--- src/rtl/video_rx_monitor.sv ---
// rtl/video_rx_monitor.sv - sync timing, lock, lit-pixel count and bounding-box monitor for a 6-bit RGB video input
module video_rx_monitor (
    input  logic        clk,
    input  logic        rst_n,
    input  logic [7:0]  ui_in,
    output logic [7:0]  uo_out,
    input  logic [5:0]  address,
    input  logic [31:0] data_in,
    input  logic [1:0]  data_write_n,
    input  logic [1:0]  data_read_n,
    output logic [31:0] data_out,
    output logic        data_ready,
    output logic        user_interrupt
);

    localparam logic [10:0] H_TOTAL  = 11'd1344;
    localparam logic [9:0]  V_TOTAL  = 10'd806;
    localparam logic [10:0] H_START  = 11'd296;
    localparam logic [9:0]  V_START  = 10'd35;
    localparam logic [10:0] H_ACTIVE = 11'd1024;
    localparam logic [9:0]  V_ACTIVE = 10'd768;

    localparam logic [5:0] A_CTRL   = 6'h00;
    localparam logic [5:0] A_HTOTAL = 6'h04;
    localparam logic [5:0] A_VTOTAL = 6'h08;
    localparam logic [5:0] A_LIT    = 6'h0C;
    localparam logic [5:0] A_BBOX   = 6'h10;
    localparam logic [5:0] A_FCNT   = 6'h14;

    typedef enum logic [1:0] {
        S_IDLE  = 2'd0,
        S_ARMED = 2'd1,
        S_RUN   = 2'd2
    } state_t;

    state_t state_q, state_d;

    logic        hs_q, hs_d, vs_q, vs_d;
    logic        en_q, en_d, irq_en_q, irq_en_d, irq_flag_q, irq_flag_d;
    logic        locked_q, locked_d;
    logic [10:0] hcnt_q, hcnt_d, meas_h_q, meas_h_d;
    logic [9:0]  vline_q, vline_d;
    logic [19:0] lit_acc_q, lit_acc_d;
    logic [7:0]  xmin_q, xmin_d, xmax_q, xmax_d, ymin_q, ymin_d, ymax_q, ymax_d;
    logic [10:0] sh_htotal_q, sh_htotal_d;
    logic [9:0]  sh_vtotal_q, sh_vtotal_d;
    logic [19:0] sh_lit_q, sh_lit_d;
    logic [31:0] sh_bbox_q, sh_bbox_d;
    logic [15:0] frame_cnt_q, frame_cnt_d;

    logic        hs_rise, vs_rise, running, frame_end, wr_ctrl;
    logic        active, pix_lit;
    logic [10:0] hcnt_inc, x_off, meas_eff;
    logic [9:0]  vline_inc, y_off, vline_eff;
    logic [7:0]  lx, ly;
    logic [19:0] lit_acc_eff;
    logic [7:0]  xmin_eff, xmax_eff, ymin_eff, ymax_eff;
    logic        unused_inputs;

    assign hs_rise   = ui_in[6] & ~hs_q;
    assign vs_rise   = ui_in[7] & ~vs_q;
    assign running   = en_q && (state_q != S_IDLE);
    assign frame_end = running && (state_q == S_RUN) && vs_rise;
    assign wr_ctrl   = (data_write_n != 2'b11) && (address == A_CTRL);

    assign hcnt_inc  = (hcnt_q == 11'h7FF) ? hcnt_q : hcnt_q + 11'd1;
    assign vline_inc = (vline_q == 10'h3FF) ? vline_q : vline_q + 10'd1;

    // A line ending in the same cycle as the frame is still counted into that frame.
    assign meas_eff  = hs_rise ? hcnt_inc : meas_h_q;
    assign vline_eff = hs_rise ? vline_inc : vline_q;

    assign active  = (hcnt_q >= H_START) && (hcnt_q < H_START + H_ACTIVE) &&
                     (vline_q >= V_START) && (vline_q < V_START + V_ACTIVE);
    assign x_off   = hcnt_q - H_START;
    assign y_off   = vline_q - V_START;
    assign lx      = x_off[9:2];
    assign ly      = y_off[9:2];
    assign pix_lit = active && (ui_in[5:0] != 6'd0);

    always_comb begin : pixel_accumulate
        lit_acc_eff = lit_acc_q;
        xmin_eff    = xmin_q;
        xmax_eff    = xmax_q;
        ymin_eff    = ymin_q;
        ymax_eff    = ymax_q;
        if (pix_lit) begin
            if (lit_acc_q != 20'hFFFFF) begin
                lit_acc_eff = lit_acc_q + 20'd1;
            end
            if (lx < xmin_q) xmin_eff = lx;
            if (lx > xmax_q) xmax_eff = lx;
            if (ly < ymin_q) ymin_eff = ly;
            if (ly > ymax_q) ymax_eff = ly;
        end
    end

    always_comb begin : next_state
        state_d = state_q;
        case (state_q)
            S_IDLE:  if (en_q) state_d = S_ARMED;
            S_ARMED: if (vs_rise) state_d = S_RUN;
            S_RUN:   state_d = S_RUN;
            default: state_d = S_IDLE;
        endcase
        if (!en_q) begin
            state_d = S_IDLE;
        end
    end

    always_comb begin : next_data
        hs_d        = ui_in[6];
        vs_d        = ui_in[7];
        en_d        = en_q;
        irq_en_d    = irq_en_q;
        irq_flag_d  = irq_flag_q;
        locked_d    = locked_q;
        hcnt_d      = hcnt_q;
        meas_h_d    = meas_h_q;
        vline_d     = vline_q;
        lit_acc_d   = lit_acc_q;
        xmin_d      = xmin_q;
        xmax_d      = xmax_q;
        ymin_d      = ymin_q;
        ymax_d      = ymax_q;
        sh_htotal_d = sh_htotal_q;
        sh_vtotal_d = sh_vtotal_q;
        sh_lit_d    = sh_lit_q;
        sh_bbox_d   = sh_bbox_q;
        frame_cnt_d = frame_cnt_q;

        if (wr_ctrl) begin
            en_d     = data_in[0];
            irq_en_d = data_in[1];
            if (data_in[2]) irq_flag_d = 1'b0;
        end

        if (!running) begin
            hcnt_d    = 11'd0;
            meas_h_d  = 11'd0;
            vline_d   = 10'd0;
            lit_acc_d = 20'd0;
            xmin_d    = 8'hFF;
            xmax_d    = 8'h00;
            ymin_d    = 8'hFF;
            ymax_d    = 8'h00;
            locked_d  = 1'b0;
        end else begin
            hcnt_d    = hs_rise ? 11'd0 : hcnt_inc;
            meas_h_d  = meas_eff;
            vline_d   = vs_rise ? 10'd0 : vline_eff;
            lit_acc_d = lit_acc_eff;
            xmin_d    = xmin_eff;
            xmax_d    = xmax_eff;
            ymin_d    = ymin_eff;
            ymax_d    = ymax_eff;
            if (vs_rise) begin
                lit_acc_d = 20'd0;
                xmin_d    = 8'hFF;
                xmax_d    = 8'h00;
                ymin_d    = 8'hFF;
                ymax_d    = 8'h00;
            end
            if (frame_end) begin
                sh_htotal_d = meas_eff;
                sh_vtotal_d = vline_eff;
                sh_lit_d    = lit_acc_eff;
                sh_bbox_d   = {ymax_eff, xmax_eff, ymin_eff, xmin_eff};
                frame_cnt_d = frame_cnt_q + 16'd1;
                locked_d    = (meas_eff == H_TOTAL) && (vline_eff == V_TOTAL);
            end
        end

        // Applied after the W1C so a frame-end set wins over a same-cycle clear.
        if (frame_end && irq_en_q) begin
            irq_flag_d = 1'b1;
        end
    end

    always_ff @(posedge clk or negedge rst_n) begin
        if (!rst_n) begin
            state_q     <= S_IDLE;
            hs_q        <= 1'b0;
            vs_q        <= 1'b0;
            en_q        <= 1'b0;
            irq_en_q    <= 1'b0;
            irq_flag_q  <= 1'b0;
            locked_q    <= 1'b0;
            hcnt_q      <= 11'd0;
            meas_h_q    <= 11'd0;
            vline_q     <= 10'd0;
            lit_acc_q   <= 20'd0;
            xmin_q      <= 8'hFF;
            xmax_q      <= 8'h00;
            ymin_q      <= 8'hFF;
            ymax_q      <= 8'h00;
            sh_htotal_q <= 11'd0;
            sh_vtotal_q <= 10'd0;
            sh_lit_q    <= 20'd0;
            sh_bbox_q   <= 32'h0000FFFF;
            frame_cnt_q <= 16'd0;
        end else begin
            state_q     <= state_d;
            hs_q        <= hs_d;
            vs_q        <= vs_d;
            en_q        <= en_d;
            irq_en_q    <= irq_en_d;
            irq_flag_q  <= irq_flag_d;
            locked_q    <= locked_d;
            hcnt_q      <= hcnt_d;
            meas_h_q    <= meas_h_d;
            vline_q     <= vline_d;
            lit_acc_q   <= lit_acc_d;
            xmin_q      <= xmin_d;
            xmax_q      <= xmax_d;
            ymin_q      <= ymin_d;
            ymax_q      <= ymax_d;
            sh_htotal_q <= sh_htotal_d;
            sh_vtotal_q <= sh_vtotal_d;
            sh_lit_q    <= sh_lit_d;
            sh_bbox_q   <= sh_bbox_d;
            frame_cnt_q <= frame_cnt_d;
        end
    end

    always_comb begin : read_mux
        data_out = 32'd0;
        case (address)
            A_CTRL:   data_out = {28'd0, locked_q, irq_flag_q, irq_en_q, en_q};
            A_HTOTAL: data_out = {21'd0, sh_htotal_q};
            A_VTOTAL: data_out = {22'd0, sh_vtotal_q};
            A_LIT:    data_out = {12'd0, sh_lit_q};
            A_BBOX:   data_out = sh_bbox_q;
            A_FCNT:   data_out = {16'd0, frame_cnt_q};
            default:  data_out = 32'd0;
        endcase
    end

    assign uo_out         = 8'h00;
    assign data_ready     = 1'b1;
    assign user_interrupt = irq_flag_q;

    assign unused_inputs = ^{data_read_n, data_in[31:8], x_off[10], x_off[1:0], y_off[1:0]};

endmodule
--- config.mk ---
export PLATFORM = sky130hd
export DESIGN_NAME = video_rx_monitor
export DESIGN_NICKNAME = d
export VERILOG_FILES = /design/src/rtl/video_rx_monitor.sv
export SDC_FILE = /design/constraint.sdc
export NUM_CORES = 1
export LEC_CHECK = 0
export ABC_AREA = 0
export CAP_MARGIN = 15
export CORE_MARGIN = 4
export CORE_UTILIZATION = 37
export DETAILED_ROUTE_END_ITERATION = 16
export GPL_TIMING_DRIVEN = 1
export PLACE_DENSITY = 0.61
export SETUP_SLACK_MARGIN = 0.3
export SYNTH_ARGS = -nofsm -noshare
export SYNTH_HDL_FRONTEND = slang
export SYNTH_SLANG_ARGS = --single-unit
export TNS_END_PERCENT = 50
--- constraint.sdc ---
create_clock -name clk -period 4.75 [get_ports clk]
set_input_delay 1.1875 -clock clk [delete_from_list [all_inputs] [get_ports clk]]
set_output_delay 1.1875 -clock clk [all_outputs]
set_load 0.05 [all_outputs]
Word level (Yosys, flattened, before mapping) --
Cells that the tools add are included.
Word-level totals: bits in registers 181, latch bits 0, RAM bits 0, ROM bits 0, input bits 52, output and inout port bits 42, word-level logic and storage cells 109, memories kept 0
Operators by class: $add $sub $neg 6, multiply operators 0, div/mod/pow operators 0, $lt $le $gt $ge 8, equality and inequality tests 15, shift operators 0, multiplexer cells 38, bitwise gates (word level) 4, reductions and logical operators 18
Operator list (count):
- case mux 32 bit (6 select lines) | 1
- two-way mux 8 bit | 16
- two-way mux 20 bit | 4
- two-way mux 11 bit | 5
- two-way mux 10 bit | 4
- equality test 11 bit, second input constant | 2
- adder 20 x 1 -> 20 bit, second input constant | 1
- equality test 10 bit, second input constant | 2
- inequality test 20 bit, second input constant | 1
- adder 16 x 1 -> 16 bit, second input constant | 1
- > comparator 8 bit | 2
- < comparator 8 bit | 2
- equality test 6 x 4 -> 1 bit, second input constant | 2
- equality test 6 x 5 -> 1 bit, second input constant | 2
- adder 11 x 1 -> 11 bit, second input constant | 1
- >= comparator 11 x 9 -> 1 bit, second input constant | 1
- < comparator 11 bit, second input constant | 1
- adder 10 x 1 -> 10 bit, second input constant | 1
- >= comparator 10 x 6 -> 1 bit, second input constant | 1
- logical AND 1 bit | 10
- < comparator 10 bit, second input constant | 1
- subtractor 10 x 6 -> 10 bit, second input constant | 1
- subtractor 10 x 9 -> 10 bit, second input constant | 1
- equality test 6 x 3 -> 1 bit, second input constant | 1
- 15 further kinds | 25

Depth between registers and ports, before layout --
Gate-level depths: netlist (run 1).
word-level depth 8, mapped depth 14

Worst setup path after synthesis (run 1) --
No wires, ideal clock.
kind input-to-output, start in address[2], end out data_out[14], arrival time 3.419 ns, setup slack 0.144 ns, cell stages on the path 5, buffers on the path 3, path through buf_1 > clkbuf_1 > buf_2 > mux2i_1 > o21ai_0
Between the ends: cells in the longest elaborated chain, start to end 2, elaborated cells on any way between the ends 7
Ends and longest elaborated chain:
- from (decl) | line 7 | input logic [5:0] address,
- equality test 6 x 5 -> 1 bit (tied with other cells) | line 228 | case (address)
- case mux 32 bit (6 select lines) * | line 228
- to (decl) | line 11 | output logic [31:0] data_out,
Mark *: on every way between the ends. The rest lies on a longest branch, timed or not.

Final worst setup path (run 1) --
start in address[2], end out data_out[9]
Same word-level chain as after synthesis.

==> results.sh, run 1 <==
export IMPL_dp_hpwl_mm=16.6
export IMPL_cts_max_level=4
export IMPL_ff2ff_setup_slack_ns=1.06
export IMPL_r2r_end="sh_bbox_q[10]"
export IMPL_wl_per_cell_um=16.4
export IMPL_grt_overflow_total=0
export IMPL_grt_usage=0.162
export IMPL_cts_root_buf="clkbuf_16"
export IMPL_yosysTopAreaCell="dfrtp_1"
export IMPL_worstSetupPathType="in2out"
export IMPL_ios=94
export IMPL_synth_area_leaders="dfrtp_1 39%, dfstp_2 8.8%, ha_1 5.3%, nand2_1 4.8%, mux2i_1 4.7%"
export IMPL_rows=58
export IMPL_clockBufferDepth=2
export IMPL_yosysSeqAreaShare=0.476
export IMPL_antenna_found_initial=0
export IMPL_crit_arrival_ns=3.07
export IMPL_avgViaCountPerCell=5.14
export IMPL_initial_core_util=0.379
export IMPL_crit_fanout=19
export IMPL_synth_top_area_share=0.389
export IMPL_final_hold_viol_count=0
export IMPL_yosysWarnings=0
export IMPL_die_area_um2=28600
export IMPL_hp_start="sh_bbox_q[15]"
export IMPL_post_route_min_period_ns=4.26
export IMPL_clk_insertion_delay_late_ns=0.43
export IMPL_max_slew_worst_pin_slew_ns=0.919
export IMPL_syn_avg_cell_area_um2=9.61
export IMPL_hold_class="reg2reg"
export IMPL_wl_mm=22.6
export IMPL_cap_violations=0
export IMPL_slew_viol_final=0
export IMPL_end_kind="output port"
export IMPL_max_slew_margin=0.386
export IMPL_ys_top_cells_by_count="149 x dfrtp_1, 122 x nand2_1, 117 x nor2_1, 51 x o21ai_0, 49 x a21oi_1"
export IMPL_p_leak_nw=5.00
export IMPL_worst_clock_skew_ns=0.0117
export IMPL_cts_buffers=17
export IMPL_outcome="complete, no violations"
export IMPL_grt_pass1_vias=7059
export IMPL_core_area_um2=25300
export IMPL_finalSetupTns_ns=0
export IMPL_drive_gt1_frac=0.139
export IMPL_drc=0
export IMPL_place_gp_congestion=0.824
export IMPL_critPathLaunchType="primary input"
export IMPL_min_path_cells=2
export IMPL_vias=7102
export IMPL_holdPathEnd="sh_bbox_q[15]"
export IMPL_cp_data_required_time_ns=3.56
export IMPL_die_w_um=169
export IMPL_max_freq_mhz=235
export IMPL_synth_cell_types=66
export IMPL_die_y_um=169
export IMPL_ir_drop_mv=0.282
export IMPL_fin_crit_sh=0.897
export IMPL_io_buffers=53
export IMPL_p_per_area_nw_per_um2=282
export IMPL_grt_max_degree=99
export IMPL_r2r_start="vline_q[2]"
export IMPL_synth_most_common_cell="dfrtp_1"
export IMPL_ys_flop_type="dfrtp_1"
export IMPL_grt_pass1_wl_mm=37.2
export IMPL_finalSetupViolCount=0
export IMPL_area_growth_pct=18.5
export IMPL_drtPass1Iterations=7
export IMPL_total_power_mw=3.21
export IMPL_drtIter0Drc=536
export IMPL_synth_edf_count=0
export IMPL_final_antenna_net_count=0
export IMPL_syn_instance_count=999
export IMPL_clk_pin_slew_worst_paths_ns=0.07
export IMPL_synth_seq_cells=181
export IMPL_async_flop_share=1.00
export IMPL_rsz0062_at_grt="no"
export IMPL_antenna_cells=0
export IMPL_synthesis_area_um2=9600
export IMPL_cts_sinks=181
export IMPL_rr_worst_depth=12
export IMPL_cts_tree="built"
export IMPL_final_nets=1133
## worst max-delay path by stage
| stage | startpoint | endpoint | slack [ns] | depth (start not counted) |
|---|---|---|---|---|
| 5_1_grt | address[2] | data_out[6] | 0.39 | 6 |
| 3_3_place_gp | address[1] | data_out[17] | 0.46 | 7 |
| 2_1_floorplan | address[2] | data_out[3] | 0.14 | 5 |
| 3_5_place_dp | address[1] | data_out[10] | 0.39 | 6 |
| 6_report | address[2] | data_out[9] | 0.49 | 6 |
| 4_1_cts | address[1] | data_out[10] | 0.39 | 6 |
## sequential cells by signal, indices dropped and copies added (netlist names), 2 cells and up
| register | flops |
|---|---|
| state_q | 2 |
| hcnt_q | 11 |
| sh_bbox_q | 32 |
| xmin_q | 8 |
| sh_htotal_q | 11 |
| ymax_q | 8 |
| frame_cnt_q | 16 |
| sh_vtotal_q | 10 |
| ymin_q | 8 |
| vline_q | 10 |
| meas_h_q | 11 |
| lit_acc_q | 20 |
| sh_lit_q | 20 |
| xmax_q | 8 |
## area by class of cell
cell class	instances	area, um^2
clock buffers	21	470
clock inverters	11	146
fillers	2375	14000
inverters	42	158
multi-input cells	726	4620
flip-flops and latches	181	4570
well taps	330	413
repair buffers	72	995
## metrics by stage
stage | instances | instance area, um^2 | hold WS, ns | utilization | setup slack (ns)
5_1_grt | 1383 | 11400 | 0.486 | 0.449 | 0.395
3_3_place_gp | 1350 | 10700 | 0.455 | 0.424 | 0.462
4_1_cts | 1382 | 11400 | 0.469 | 0.448 | 0.387
3_5_place_dp | 1350 | 10700 | 0.459 | 0.424 | 0.392
2_1_floorplan | 1006 | 9620 | 0.440 | - | 0.144
6_report | 1383 | 11400 | 0.468 | 0.449 | 0.488
## placed cells by master (no fill, tap or decap), drive strengths merged, types with 26 or more instances in the layout
cell and n:
dfrtp 149, nand2 125, nor2 118, o21ai 70, buf 52, a21oi 49, mux2i 45, inv 44
ha 41, dfstp 32, nand3 30, xnor2 26, xor2 26
## routing by layer
layer / wire, um / track usage / vias up / share of wire
met3: 799 / 0.0297 / 23 / 0.035
met1: 10500 / 0.220 / 3469 / 0.46
met5: 0 / 0 / - / 0
met4: 381 / 0.0466 / 0 / 0.017
li1: - / - / 3512 / -
met2: 11000 / 0.268 / 98 / 0.48
## kinds of logic after synthesis
| family | synth area share |
|---|---|
| simple gates | 0.184 |
| compound gates | 0.129 |
| flops | 0.476 |
| buf+inv | 0.0471 |
| mux | 0.0622 |
| xor+xnor | 0.0475 |
| fa+ha+maj | 0.0535 |
| other cells | 0.000783 |
## repair_timing
action	CTS	global route
resized for setup	0	1
endpoints found under the setup margin	0	4
hold buffers	0	0
hold endpoints to repair	0	0
setup buffers	0	1
## worst max-delay path: stages
cell	delay, ns
clkdlybuf4s50_1	0.62
buf_4	0.35
mux2_2	0.37
a22oi_1	0.16
o22ai_1	0.18
buf_12	0.19
## power by group
| part | switching [mW] | internal, mW | leakage, nW |
|---|---|---|---|
| registers | 0.0106 | 1.56 | 2.40 |
| logic | 0.111 | 0.0482 | 2.30 |
| clock network | 0.610 | 0.872 | 0.300 |
Note: power is estimated with default switching activity, not from simulation.
==> run 2: changes to the inputs <==
--- a/config.mk
+++ b/config.mk
@@ -7,11 +7,12 @@
 export LEC_CHECK = 0
 export ABC_AREA = 0
 export CAP_MARGIN = 15
+export CORE_ASPECT_RATIO = 2
 export CORE_MARGIN = 4
 export CORE_UTILIZATION = 37
 export DETAILED_ROUTE_END_ITERATION = 16
 export GPL_TIMING_DRIVEN = 1
-export PLACE_DENSITY = 0.61
+export PLACE_DENSITY = 0.63
 export SETUP_SLACK_MARGIN = 0.3
 export SYNTH_ARGS = -nofsm -noshare
 export SYNTH_HDL_FRONTEND = slang
==> constraint.sdc (replaced) <==
create_clock -name clk -period 3.7 [get_ports clk]
set_input_delay 0.925 -clock clk [delete_from_list [all_inputs] [get_ports clk]]
set_output_delay 0.925 -clock clk [all_outputs]
set_load 0.05 [all_outputs]
==> run 2 against run 1 <==
  * Global-route usage rose by 1.8 points
  * Via count rose by 3.5%
  * First-iteration DRC count fell by 26%
  * Count of clock-buffer cells in the layout did not move
  * Non-clock buffer count rose by 27
  * Hold slack got worse by 0.0039 ns
  * Routed wire length rose by 10%
  * Critical path depth rose by 1
  * Critical endpoint is now data_out[30]
==> results.sh, run 2 (synthesis gave the netlist of run 1 again) <==
export IMPL_outcome="complete, no violations"
export IMPL_antenna_found_initial=0
export IMPL_drtIter0Drc=396
export IMPL_hp_start="sh_bbox_q[9]"
export IMPL_fillers=2425
export IMPL_final_common_cell="dfrtp_1"
export IMPL_startpoint="address[1]"
export IMPL_drive_gt1_frac=0.193
export IMPL_post_route_min_period_ns=3.33
export IMPL_clk_insertion_delay_late_ns=0.45
export IMPL_drc=0
export IMPL_initial_core_util=0.374
export IMPL_max_slew_worst_pin_slew_ns=0.749
export IMPL_crit_arrival_ns=2.41
export IMPL_wl_mm=25.0
export IMPL_place_gp_congestion=0.861
export IMPL_dpl_cell_count=1386
export IMPL_dp_hpwl_mm=18.8
export IMPL_max_slew_margin=0.499
export IMPL_fin_crit_sh=0.900
export IMPL_cts_buffers=17
export IMPL_die_area_um2=28700
export IMPL_area_growth_pct=23.6
export IMPL_clockBufferDepth=2
export IMPL_largest_register="sh_bbox_q"
export IMPL_p_per_area_nw_per_um2=348
export IMPL_final_nets=1160
export IMPL_crit_fanout=12
export IMPL_finalSetupViolCount=0
export IMPL_crit_family="buffers and inverters"
export IMPL_crit_cells=7
export IMPL_rows=83
export IMPL_grt_pass1_vias=7749
export IMPL_cts_hold_buf=0
export IMPL_rr_worst_depth=11
export IMPL_cp_data_required_time_ns=2.77
export IMPL_cts_tree="built"
export IMPL_largest_register_ffs=32
export IMPL_finalSetupTns_ns=0
export IMPL_path_buf_inv=3
export IMPL_antenna_cells=0
export IMPL_cts_max_level=4
export IMPL_ir_drop_mv=0.306
export IMPL_avgViaCountPerCell=5.18
export IMPL_design_area_um2=11900
export IMPL_cts_sinks=181
export IMPL_final_antenna_net_count=0
export IMPL_die_y_um=236
export IMPL_grt_overflow_total=0
export IMPL_die_w_um=122
export IMPL_io_buffers=53
export IMPL_r2r_start="vline_q[0]"
export IMPL_cts_root_buf="clkbuf_16"
export IMPL_slew_viol_final=0
export IMPL_fin_cells=1420
export IMPL_drtPass1Iterations=5
export IMPL_place_area_um2=11100
export IMPL_cpPeakStageDelay_ns=0.44
export IMPL_worst_clock_skew_ns=0.00914
export IMPL_layout_common_cells="148 x dfrtp_1, 120 x nand2_1, 115 x nor2_1, 47 x a21oi_1, 45 x mux2i_1"
export IMPL_critPathLaunchType="primary input"
export IMPL_vias=7354
export IMPL_final_hold_viol_count=0
export IMPL_crit_chain="clkdlybuf4s50_1 -> nor3_4 -> nand3b_1 -> nor2_2 -> buf_6 -> and2_1 -> buf_12"
export IMPL_ios=94
export IMPL_largest_registers="sh_bbox_q: 32 flops, lit_acc_q: 20 flops, sh_lit_q: 20 flops"
export IMPL_cpMaxStageDelayCell="clkdlybuf4s50_1"
export IMPL_grt_usage=0.181
export IMPL_core_area_um2=25700
export IMPL_cap_violations=0
export IMPL_hold_class="reg2reg"
export IMPL_grt_pass1_wl_mm=40.4
export IMPL_grt_max_degree=71
export IMPL_min_path_cells=2
export IMPL_clk_pin_slew_worst_paths_ns=0.07
export IMPL_end_kind="output port"
export IMPL_p_leak_nw=5.25
export IMPL_max_freq_mhz=300
export IMPL_wl_per_cell_um=17.6
export IMPL_worstSetupPathType="in2out"
export IMPL_rsz0062_at_grt="yes"
-- run 2: cell types whose count changed in the layout (fill, tap and decap cells not counted), moves of 5 or more --
cell,previous run,this run
o22ai_1,8,1
buf_4,19,38
o21ai_0,50,42
o21ai_2,0,7
o22ai_2,0,5
-- run 2: routing by layer --
layer / vias up / GRT usage / part of all wire
li1: 3562 / - / -
met1: 3629 / 0.197 / 0.38
met2: 122 / 0.343 / 0.57
met3: 41 / 0.0269 / 0.026
met4: 0 / 0.0677 / 0.029
met5: - / 0 / 0
-- run 2: tightest hold or removal path, cell delays in order (launching register included) --
cell	delay, ns
dfstp_2	0.37
nand2_1	0.04
o21ai_1	0.05
-- run 2: final timing paths --
path / endpoint / slack, ns
max reg2reg: sh_bbox_q[9] / 0.50
min: sh_bbox_q[9] / 0.46
max in group asynchronous: sh_bbox_q[15] / 2.41
min in group asynchronous: hcnt_q[0] / 0.49
max: data_out[30] / 0.37
min reg2reg: sh_bbox_q[9] / 0.46
-- run 2: stage by stage --
stage | setup slack, ns | power, mW | util | hold WS (ns)
6_report | 0.370 | 4.13 | 0.462 | 0.464
5_1_grt | 0.260 | 4.27 | 0.462 | 0.483
4_1_cts | 0.288 | 4.17 | 0.457 | 0.466
3_5_place_dp | 0.0599 | 2.27 | 0.433 | 0.456
3_3_place_gp | 0.0411 | 2.27 | 0.433 | 0.453
2_1_floorplan | 0.215 | 2.16 | - | 0.440
-- run 2: layout make-up --
class | count | area, um^2 | share of cell area
well taps | 340 | 425 | 0.0359
clock buffers | 21 | 460 | 0.0388
flip-flops and latches | 181 | 4570 | 0.385
clock inverters | 11 | 151 | 0.0128
inverters | 42 | 158 | 0.0133
repair buffers | 99 | 1260 | 0.106
multi-input cells | 726 | 4840 | 0.408
-- run 2: repair_timing --
action / 4_1_cts / 5_1_grt
hold endpoints to repair: 0 / 0
gates cloned: 0 / 1
endpoints found under the setup margin: 44 / 68
resized for setup: 5 / 32
buffers inserted: 1 / 0
pin swaps: 0 / 2
-- run 2: report_power, final --
part	leakage [nW]	internal, mW	switching [mW]	total [mW]
Clock	0.285	1.10	0.793	1.89
Combinational	2.56	0.0713	0.152	0.224
Sequential	2.40	2.00	0.0136	2.01
Total	5.25	3.17	0.959	4.13
